===== src/rtl/secded_pipe_decoder_if.sv =====
// secded_pipe_decoder_if: input/output stream bundle of the SEC-DED decoder.
// slave is the decoder side, master the producer/consumer side.
interface secded_pipe_decoder_if #(
  parameter int DATA_W = 32,
  localparam int R = (DATA_W <= 4)  ? 3 :
                     (DATA_W <= 11) ? 4 :
                     (DATA_W <= 26) ? 5 :
                     (DATA_W <= 57) ? 6 : 7,
  localparam int CHK_W = R + 1
);
  logic              in_valid;
  logic              in_ready;
  logic [DATA_W-1:0] in_data;
  logic [CHK_W-1:0]  in_chk;
  logic              in_en;
  logic              out_valid;
  logic              out_ready;
  logic [DATA_W-1:0] out_data;
  logic              out_single;
  logic              out_double;

  modport slave (
    input  in_valid, in_data, in_chk, in_en, out_ready,
    output in_ready, out_valid, out_data, out_single, out_double
  );

  modport master (
    output in_valid, in_data, in_chk, in_en, out_ready,
    input  in_ready, out_valid, out_data, out_single, out_double
  );
endinterface


===== src/rtl/secded_pipe_decoder.sv =====
// secded_pipe_decoder: pipelined SEC-DED decoder with saturating error counters.
// Define SECDED_SYNDROME_LOG_EN to add the last_syn/log_valid syndrome log.
module secded_pipe_decoder #(
  parameter int DATA_W      = 32,
  parameter int PIPE_STAGES = 2,
  parameter int CNT_W       = 16,
  localparam int R = (DATA_W <= 4)  ? 3 :
                     (DATA_W <= 11) ? 4 :
                     (DATA_W <= 26) ? 5 :
                     (DATA_W <= 57) ? 6 : 7
) (
  input  logic                 clk,
  input  logic                 rst,
  secded_pipe_decoder_if.slave bus,
  input  logic                 clr_cnt,
  output logic [CNT_W-1:0]     cnt_single,
  output logic [CNT_W-1:0]     cnt_double
`ifdef SECDED_SYNDROME_LOG_EN
  ,
  output logic [R:0]           last_syn,
  output logic                 log_valid
`endif
);

  function automatic int data_pos(input int idx);
    int pos;
    int n;
    pos = 2;
    n   = -1;
    while (n < idx) begin
      pos = pos + 1;
      if ((pos & (pos - 1)) != 0) n = n + 1;
    end
    return pos;
  endfunction

  logic [R-1:0][DATA_W-1:0] hmask;
  logic [DATA_W-1:0]        flip;
  logic [R-1:0]             a_syn;
  logic                     a_par;
  logic [DATA_W-1:0]        b_data;
  logic [R-1:0]             b_syn;
  logic                     b_par;
  logic                     b_en;
  logic                     b_load;
  logic                     in_ready_w;
  logic                     out_free;

  logic              v2_q, v2_d;
  logic [DATA_W-1:0] data2_q, data2_d;
  logic              single2_q, single2_d;
  logic              double2_q, double2_d;
  logic [CNT_W-1:0]  cnt_s_q, cnt_s_d;
  logic [CNT_W-1:0]  cnt_d_q, cnt_d_d;

  // Column masks and flip decoder come straight from the position map.
  for (genvar gj = 0; gj < DATA_W; gj++) begin : g_pos
    localparam int P = data_pos(gj);
    for (genvar gk = 0; gk < R; gk++) begin : g_bit
      assign hmask[gk][gj] = P[gk];
    end
    assign flip[gj] = (b_syn == R'(P));
  end

  always_comb begin
    a_syn = '0;
    for (int k = 0; k < R; k++)
      a_syn[k] = ^(bus.in_data & hmask[k]) ^ bus.in_chk[k];
    a_par = ^{bus.in_data, bus.in_chk};
  end

  assign out_free = !v2_q || bus.out_ready;

  if (PIPE_STAGES == 1) begin : g_one
    assign b_data     = bus.in_data;
    assign b_syn      = a_syn;
    assign b_par      = a_par;
    assign b_en       = bus.in_en;
    assign in_ready_w = !rst && out_free;
    assign b_load     = bus.in_valid && in_ready_w;
  end else begin : g_two
    logic              v1_q;
    logic [DATA_W-1:0] data1_q;
    logic [R-1:0]      syn1_q;
    logic              par1_q;
    logic              en1_q;
    logic              acc;

    assign b_load     = v1_q && out_free;
    assign in_ready_w = !rst && (!v1_q || b_load);
    assign acc        = bus.in_valid && in_ready_w;
    assign b_data     = data1_q;
    assign b_syn      = syn1_q;
    assign b_par      = par1_q;
    assign b_en       = en1_q;

    always_ff @(posedge clk) begin
      if (rst) begin
        v1_q    <= 1'b0;
        data1_q <= '0;
        syn1_q  <= '0;
        par1_q  <= 1'b0;
        en1_q   <= 1'b0;
      end else if (acc) begin
        v1_q    <= 1'b1;
        data1_q <= bus.in_data;
        syn1_q  <= a_syn;
        par1_q  <= a_par;
        en1_q   <= bus.in_en;
      end else if (b_load) begin
        v1_q    <= 1'b0;
      end
    end
  end

  logic              hit;
  logic              c_raw, c_dbl, c_fix, c_chk;
  logic [DATA_W-1:0] dec_data;
  logic              dec_single;
  logic              dec_double;

  // Outcome classes are made disjoint so the decoder can be a unique case.
  always_comb begin
    hit        = |flip;
    c_raw      = !b_en;
    c_dbl      = b_en && !b_par;
    c_fix      = b_en && b_par && hit;
    c_chk      = b_en && b_par && $onehot0(b_syn);
    dec_data   = b_data;
    dec_single = 1'b0;
    dec_double = 1'b0;
    unique case (1'b1)
      c_raw: begin
      end
      c_dbl: dec_double = |b_syn;
      c_fix: begin
        dec_data   = b_data ^ flip;
        dec_single = 1'b1;
      end
      c_chk: dec_single = 1'b1;
      default: dec_double = 1'b1;
    endcase
  end

  always_comb begin
    v2_d      = v2_q;
    data2_d   = data2_q;
    single2_d = single2_q;
    double2_d = double2_q;
    if (b_load) begin
      v2_d      = 1'b1;
      data2_d   = dec_data;
      single2_d = dec_single;
      double2_d = dec_double;
    end else if (bus.out_ready) begin
      v2_d      = 1'b0;
    end
  end

  logic xfer;
  assign xfer = v2_q && bus.out_ready;

  always_comb begin
    cnt_s_d = cnt_s_q;
    cnt_d_d = cnt_d_q;
    if (clr_cnt) begin
      cnt_s_d = '0;
      cnt_d_d = '0;
    end else if (xfer) begin
      if (single2_q && cnt_s_q != '1) cnt_s_d = cnt_s_q + 1'b1;
      if (double2_q && cnt_d_q != '1) cnt_d_d = cnt_d_q + 1'b1;
    end
  end

  always_ff @(posedge clk) begin
    if (rst) begin
      v2_q      <= 1'b0;
      data2_q   <= '0;
      single2_q <= 1'b0;
      double2_q <= 1'b0;
      cnt_s_q   <= '0;
      cnt_d_q   <= '0;
    end else begin
      v2_q      <= v2_d;
      data2_q   <= data2_d;
      single2_q <= single2_d;
      double2_q <= double2_d;
      cnt_s_q   <= cnt_s_d;
      cnt_d_q   <= cnt_d_d;
    end
  end

`ifdef SECDED_SYNDROME_LOG_EN
  logic [R:0] syn2_q, syn2_d;
  logic [R:0] last_q, last_d;
  logic       log_q, log_d;

  always_comb begin
    syn2_d = b_load ? {b_par, b_syn} : syn2_q;
    last_d = last_q;
    log_d  = log_q;
    if (clr_cnt) begin
      last_d = '0;
      log_d  = 1'b0;
    end else if (xfer && (single2_q || double2_q)) begin
      last_d = syn2_q;
      log_d  = 1'b1;
    end
  end

  always_ff @(posedge clk) begin
    if (rst) begin
      syn2_q <= '0;
      last_q <= '0;
      log_q  <= 1'b0;
    end else begin
      syn2_q <= syn2_d;
      last_q <= last_d;
      log_q  <= log_d;
    end
  end

  assign last_syn  = last_q;
  assign log_valid = log_q;
`endif

  assign bus.in_ready   = in_ready_w;
  assign bus.out_valid  = v2_q;
  assign bus.out_data   = data2_q;
  assign bus.out_single = single2_q;
  assign bus.out_double = double2_q;
  assign cnt_single     = cnt_s_q;
  assign cnt_double     = cnt_d_q;

endmodule


===== src/flat_wrapper.sv =====
// flat-port wrapper written by rule: the top's interface ports become plain ports
module secded_pipe_decoder_flat 
#(
  parameter int DATA_W      = 32,
  parameter int PIPE_STAGES = 2,
  parameter int CNT_W       = 16,
  localparam int R = (DATA_W <= 4)  ? 3 :
                     (DATA_W <= 11) ? 4 :
                     (DATA_W <= 26) ? 5 :
                     (DATA_W <= 57) ? 6 : 7
)
  (clk, rst, clr_cnt, cnt_single, cnt_double, bus_in_valid, bus_in_data, bus_in_chk, bus_in_en, bus_out_ready, bus_in_ready, bus_out_valid, bus_out_data, bus_out_single, bus_out_double);
  secded_pipe_decoder_if #(.DATA_W(DATA_W)) bus_i ();
  input  logic clk;
  input  logic rst;
  input  logic clr_cnt;
  output logic [CNT_W-1:0] cnt_single;
  output logic [CNT_W-1:0] cnt_double;
  input wire logic [$bits(bus_i.in_valid)-1:0] bus_in_valid;
  input wire logic [$bits(bus_i.in_data)-1:0] bus_in_data;
  input wire logic [$bits(bus_i.in_chk)-1:0] bus_in_chk;
  input wire logic [$bits(bus_i.in_en)-1:0] bus_in_en;
  input wire logic [$bits(bus_i.out_ready)-1:0] bus_out_ready;
  output wire logic [$bits(bus_i.in_ready)-1:0] bus_in_ready;
  output wire logic [$bits(bus_i.out_valid)-1:0] bus_out_valid;
  output wire logic [$bits(bus_i.out_data)-1:0] bus_out_data;
  output wire logic [$bits(bus_i.out_single)-1:0] bus_out_single;
  output wire logic [$bits(bus_i.out_double)-1:0] bus_out_double;
  assign bus_i.in_valid = bus_in_valid;
  assign bus_i.in_data = bus_in_data;
  assign bus_i.in_chk = bus_in_chk;
  assign bus_i.in_en = bus_in_en;
  assign bus_i.out_ready = bus_out_ready;
  assign bus_in_ready = bus_i.in_ready;
  assign bus_out_valid = bus_i.out_valid;
  assign bus_out_data = bus_i.out_data;
  assign bus_out_single = bus_i.out_single;
  assign bus_out_double = bus_i.out_double;
  secded_pipe_decoder #(.DATA_W(DATA_W), .PIPE_STAGES(PIPE_STAGES), .CNT_W(CNT_W)) u_core (.clk(clk), .rst(rst), .bus(bus_i), .clr_cnt(clr_cnt), .cnt_single(cnt_single), .cnt_double(cnt_double));
endmodule

===== config.mk =====
export PLATFORM = sky130hd
export DESIGN_NAME = secded_pipe_decoder_flat
export DESIGN_NICKNAME = d
export VERILOG_FILES = /design/src/rtl/secded_pipe_decoder_if.sv /design/src/rtl/secded_pipe_decoder.sv /design/src/flat_wrapper.sv
export SDC_FILE = /design/constraint.sdc
export NUM_CORES = 1
export LEC_CHECK = 0
export ABC_AREA = 1
export BUFFER_PORTS_ARGS = -buffer_cell sky130_fd_sc_hd__buf_2
export CORE_ASPECT_RATIO = 0.6
export CORE_MARGIN = 3
export CORE_UTILIZATION = 43
export CTS_BUF_LIST = sky130_fd_sc_hd__clkbuf_2
export DETAILED_ROUTE_END_ITERATION = 8
export SLEW_MARGIN = 30
export SYNTH_ARGS = -nofsm -noshare
export SYNTH_HDL_FRONTEND = slang
export SYNTH_SLANG_ARGS = --single-unit
export TNS_END_PERCENT = 20

===== constraint.sdc =====
create_clock -name clk -period 3.6 [get_ports clk]
set_input_delay 0.18 -clock clk [delete_from_list [all_inputs] [get_ports clk]]
set_output_delay 0.18 -clock clk [all_outputs]
set_load 0.05 [all_outputs]

Word-level counts from Yosys, hierarchy flattened
Cells that the tools add are included.
{ "word_totals": {"reg_bits": 108, "input_bits": 45, "output_inout_bits": 68, "word_cells": 100} }
{ "op_classes": {"addsub": 7, "magnitude_cmp": 1, "eq_ne": 34, "n_mux": 7, "bitwise_logic": 7, "n_reduce_logical": 33} }
{ "ops": {"columns": ["operator", "n"], "rows": [
  ["parity 32 bit", 6],
  ["== test 6 x 5 -> 1 bit, second input constant", 15],
  ["== test 6 x 4 -> 1 bit, second input constant", 7],
  ["parity 39 bit", 1],
  ["== test 6 bit, second input constant", 6],
  ["adder 16 x 1 -> 16 bit, second input constant", 2],
  ["2-to-1 mux 32 bit", 1],
  ["!= test 16 bit, second input constant", 2],
  ["OR reduction 32 bit", 1],
  ["XOR 32 bit", 1],
  ["== test 6 x 3 -> 1 bit, second input constant", 3],
  ["logical AND 1 bit", 10],
  ["adder 1 x 1 -> 2 bit", 3],
  ["adder 3 bit", 2],
  ["== test 6 x 2 -> 1 bit, second input constant", 1],
  ["OR reduction 6 bit", 1],
  ["XOR 1 bit", 6],
  ["logical NOT 1 bit", 5],
  ["2-to-1 mux 1 bit", 5],
  ["AND reduction 2 bit", 2],
  ["nonzero test 2 bit", 2],
  ["OR reduction 2 bit", 2],
  ["less-or-equal comparator 3 x 1 -> 1 bit, second input constant", 1],
  ["OR reduction 3 bit", 1],
  ["other kinds (2)", 3]
]} }

Logic depth before layout (Yosys ltp)
{ "logic_depth": {"depth_word": 7, "mapped_depth": 15, "mapped_depth_nobuf": 14} }

Worst setup path after synthesis
Ideal clock, no wire load.
{ "synth_path": {"kind": "reg-to-reg", "from": "reg u_core.cnt_s_q[0] (netlist: u_core.cnt_single[0])", "to": "reg u_core.cnt_s_q[2] (netlist: u_core.cnt_single[2])", "setup_time_ns": 0.146, "arrival_time_ns": 1.908, "t_required_ns": 3.454, "path_slack_ns": 1.546, "stages_incl_launch_ff": 12, "n_path_buf": 1, "synth_period_minus_slack_ns": 2.054, "path_cell_list": "dfxtp_1 -> ha_1 -> inv_1 -> nor3_1 -> inv_1 -> nor2_1 -> nand3_1 -> nand3_1 -> buf_2 -> nor2_1 -> o21ai_0 -> a21oi_1"} }
{ "synth_between": {"elab_chain_cells": 3, "word_cells_on_any_way": 4, "cone_classes": "1 x add/sub; 1 x eq/ne; 2 x reduce/logical"} }
{ "synth_lines": {"columns": ["element", "line", "rtl"], "rows": [
  ["start: declaration", "secded_pipe_decoder.sv:53", "logic [CNT_W-1:0] cnt_s_q, cnt_s_d;"],
  ["start signal: assignment", "secded_pipe_decoder.sv:188", "cnt_s_q <= cnt_s_d;"],
  ["parallel branches: the longest is 3 deep, another holds adder 16 x 1 -> 16 bit", null, null]
]} }
Parallel ways; which one is timed is not known.
A chain may end at the register's enable or synchronous reset.

Worst setup path after layout
{ "layout_path": {"from": "reg u_core.g_two.syn1_q[5] (netlist: u_core.b_syn[5])", "to": "reg u_core.data2_q[29] (netlist: u_core.bus.out_data[29])"} }
{ "layout_between": {"elab_chain_cells": 4, "word_cells_on_any_way": 36, "cone_classes": "32 x eq/ne; 1 x mux; 1 x bitwise; 2 x reduce/logical"} }
{ "layout_lines": {"columns": ["element", "line", "rtl"], "rows": [
  ["start: declaration", "secded_pipe_decoder.sv:84", "logic [R-1:0] syn1_q;"],
  ["start signal: assignment", "secded_pipe_decoder.sv:107", "syn1_q <= a_syn;"],
  ["== test 6 x 2 -> 1 bit (tied with other cells)", "secded_pipe_decoder.sv:62", "assign flip[gj] = (b_syn == R'(P));"],
  ["OR reduction 32 bit", "secded_pipe_decoder.sv:124", "hit = |flip;"],
  ["logical AND 1 bit", "secded_pipe_decoder.sv:127", "c_fix = b_en && b_par && hit;"],
  ["2-to-1 mux 32 bit *", "secded_pipe_decoder.sv:132", "unique case (1'b1)"],
  ["end signal: assignment", "secded_pipe_decoder.sv:185", "data2_q <= data2_d;"],
  ["end: declaration", "secded_pipe_decoder.sv:50", "logic [DATA_W-1:0] data2_q, data2_d;"]
]} }
Mark *: on every way between the ends. The rest lies on a longest branch, timed or not.

==> metrics.cfg <==
[sta]
count_of_endpoints_failing_setup_in_the_final_report = 0
timing.slew.headroom_pct = 44.8
skew_ns = 0.0365
max_slew_violations = 0
unrepaired_setup_endpoints_after_global_routing = no
max_freq_mhz = 370
totalNegativeSetupSlack_ns = 0
fin_crit_ns = 2.71
setup_ws_ns = 0.894
hold_viol = 0
final.period_utilization_pct = 75.2
timing.hold.ws_ns = 0.0903
timing_worst_slew_pin_value_ns = 0.822

[placed_design]
place_inst = 1410
placedInstanceArea_um2 = 7830
placement.io_buffers = 112
dp_hpwl_um = 15800
pre_cts_ws_ns = 0.948
gpl.final_weighted_congestion = 0.912

[grt]
antenna_violations_before_repair = 0
grt_first_pass_wirelength_um = 33700
via_count_of_the_first_global_routing_pass = 6416
grt_start_max_net_pins = 69
grtUsageTotal_pct = 22.6
overflow = 0

[floorplanning]
placementRows = 35
fp.coreArea_um2 = 15900
pin_count = 113
chipHeight_um = 106
starting_density_of_the_core_pct = 45.3
die_width_um = 173
fp.dieArea_um2 = 18400

[synth]
yosys_register_bits = 108
number_of_enable_type_register_cells_in_the_synthesized_netlist = 0
xor_xnor_portion_of_the_synthesized_cell_area_pct = 13.8
avgSynthCellArea_um2 = 6.41
post_synth_and_or_nand_nor_area_fraction_pct = 33.8
synth_fp_nets = 1183
netlist_area_um2 = 7190
leading_cell_type_by_number_of_instances_after_synthesis = nand2_1
synth_compound_gate_area_share_pct = 8.36
largest_family_of_logic_cells_by_synthesized_area = simple AND/OR/NAND/NOR gates
synth_largest_area_cell = dfxtp_1
yosys.area_share.adder_pct = 3.17
yosys_warnings = 0
postSynthCellCount = 1121
yosysSeqAreaShare_pct = 30.1
synth_async_sr_flop_share_pct = 0
ys_flop_type = dfxtp_1
top_cell_types_by_occurrence_after_synthesis = 292 x nand2_1, 139 x nand3_1, 137 x inv_1
post_synth_cell_types = 37
synth_top_area_cells = dfxtp_1 30%, nand2_1 15%, nand3_1 9.7%
synth.mux.area_fraction_pct = 0
netlist.area_leader.share_pct = 30.1

[power]
post-layout-total-power_mw = 2.85
power.sequential.fraction_pct = 46.4
share_clk_of_total_power_pct = 17.8
intPower_mw = 1.71
netSwitchingFraction_pct = 39.9
p_switching_mw = 1.14
p_per_area_nw_per_um2 = 343
power.share.combinational_pct = 35.9
vdd.ir_drop.worst_mv = 0.148
cellLeakagePower_nw = 3.97

[setup_path]
worst-path-max-fanout = 34
end_kind = flip-flop
startpoint = u_core.b_syn[5]
worst_ep_arrival_time_ns = 3.24
crit_chain = inv_1 > ha_1 > nand3_1 > nand4_1 > nor2_1 > nand4_2 > buf_4 > nand2_4 > nand2_1 > nand3_1 > nand2_1 > inv_1
crit_slowest_cell = ha_1
worst-setup-path-type = flip-flop to flip-flop
critical_path.top_delay_family = simple AND/OR/NAND/NOR gates
worstReg2RegStart = u_core.b_syn[5]
setup.worst_path.start_class = flip-flop
cp_slowest_stage_delay_ns = 0.50
required_ns = 4.13
worstPathBufferInverterCount = 3

[cts]
cts_buffers = 9
cts-htree-levels = 3
clkTransAtPathRegs_ns = 0.26
clockBufferDepth = 2
clk_latency_ns = 0.61
hold_buffers = 37
cts_resized = 0
clock_sinks = 108
ctsRootBufferMaster = clkbuf_2
cts_tree = done
post-cts-setup-buffers = 0

[route]
antenna_nets_post_route = 0
vias_per_cell = 4.93
drt_wl_total_um = 20700
first_pass_iters = 5
num_vias = 7209
drc = 0
routed_wire_length_per_instance_um = 14.1
drt-initial-drc-count = 740

[final_layout]
area.growth.synth_to_final_pct = 15.4
diodes = 0
final_area_um2 = 8300
final_stage_net_count = 1298
fillers = 1661
post_layout_nonfiller_instances = 1463
layout-drive-gt1-share_pct = 11.3
utilization_after_layout_pct = 52.3
seqCellArea_um2 = 2160
multi_input_comb_area_um2 = 4250

[worst_hold_path]
hold_path.class = primary input to flip-flop
hold_path.startpoint = bus_in_chk[2]

[run_status]
outcome = completed

[job]
maxCapViolations = 0

==> worst reg2reg max path, stage by stage, from the launching register on <==
cell and delay [ns]:
dfxtp_1 0.39, inv_1 0.11, ha_1 0.50, nand3_1 0.31
nand4_1 0.17, nor2_1 0.08, nand4_2 0.09, buf_4 0.34
nand2_4 0.32, nand2_1 0.16, nand3_1 0.08, nand2_1 0.10
inv_1 0.04
==> state kept, by name, summed over array words and instances, names as in the netlist <==
name	cells
u_core.b_data	32
u_core.b_en	1
u_core.b_par	1
u_core.b_syn	6
u_core.bus.out_data	32
u_core.bus.out_double	1
u_core.bus.out_single	1
u_core.bus.out_valid	1
u_core.cnt_double	16
u_core.cnt_single	16
u_core.g_two.v1_q	1
==> power by group through the flow <==
stage               clock [mW]  sequential, mW  combinational [mW]
floorplan                    0            1.42               0.659
global placement             0            1.34               0.971
detailed placement           0            1.34               0.977
CTS                      0.535            1.32                1.01
global route             0.574            1.33                1.14
finish                   0.506            1.32                1.02
==> logic make-up (layout without fill, tap and decap cells) <==
kind of cell / Yosys count / in the layout
xor+xnor: 112 / 112
flops: 108 / 108
fa+ha+maj: 17 / 17
simple gates: 577 / 577
compound gates: 114 / 114
buf+inv: 193 / 313
==> layer usage <==
layer | global-route usage (%) | up-vias | part of all wire [%]
met5 | 0 | - | 0
met4 | 4.22 | 0 | 0.74
met3 | 4.75 | 14 | 6.5
met2 | 30.2 | 199 | 37
met1 | 36.3 | 3246 | 56
li1 | - | 3750 | -
==> worst paths after layout <==
check | cells past startpoint | to | slack (ns)
max | 12 | u_core.bus.out_data[29] | 0.89
min | 6 | u_core.b_syn[2] | 0.09
max reg2reg | 12 | u_core.bus.out_data[29] | 0.89
min reg2reg | 2 | u_core.bus.out_valid | 0.49
==> cell type report <==
type	instances	share of cell area (%)
clock buffers	11	0.664
clock inverters	5	0.452
inverters	141	6.41
multi-input cells	820	51.2
flip-flops and latches	108	26.1
well taps	222	3.35
repair buffers	156	11.9
==> cell usage in the layout (no fill, tap or decap), types with 2 or more instances in the layout <==
cell and instances:
clkinv_4 2, clkbuf_2 11, nor3_1 11, xor2_1 54, o21bai_1 2, nand3_1 139, nand2_1 292, a31oi_1 2
dfxtp_1 108, nand4_1 14, buf_4 7, a21boi_1 3, and2_1 2, o21ai_0 57, a21oi_1 44, fa_1 2
ha_1 15, inv_1 136, nor4_1 3, xnor2_1 57, dlygate4sd3_1 37, nor2_1 110, buf_2 112, clkinv_1 4
(Power assumes the default switching activity.)
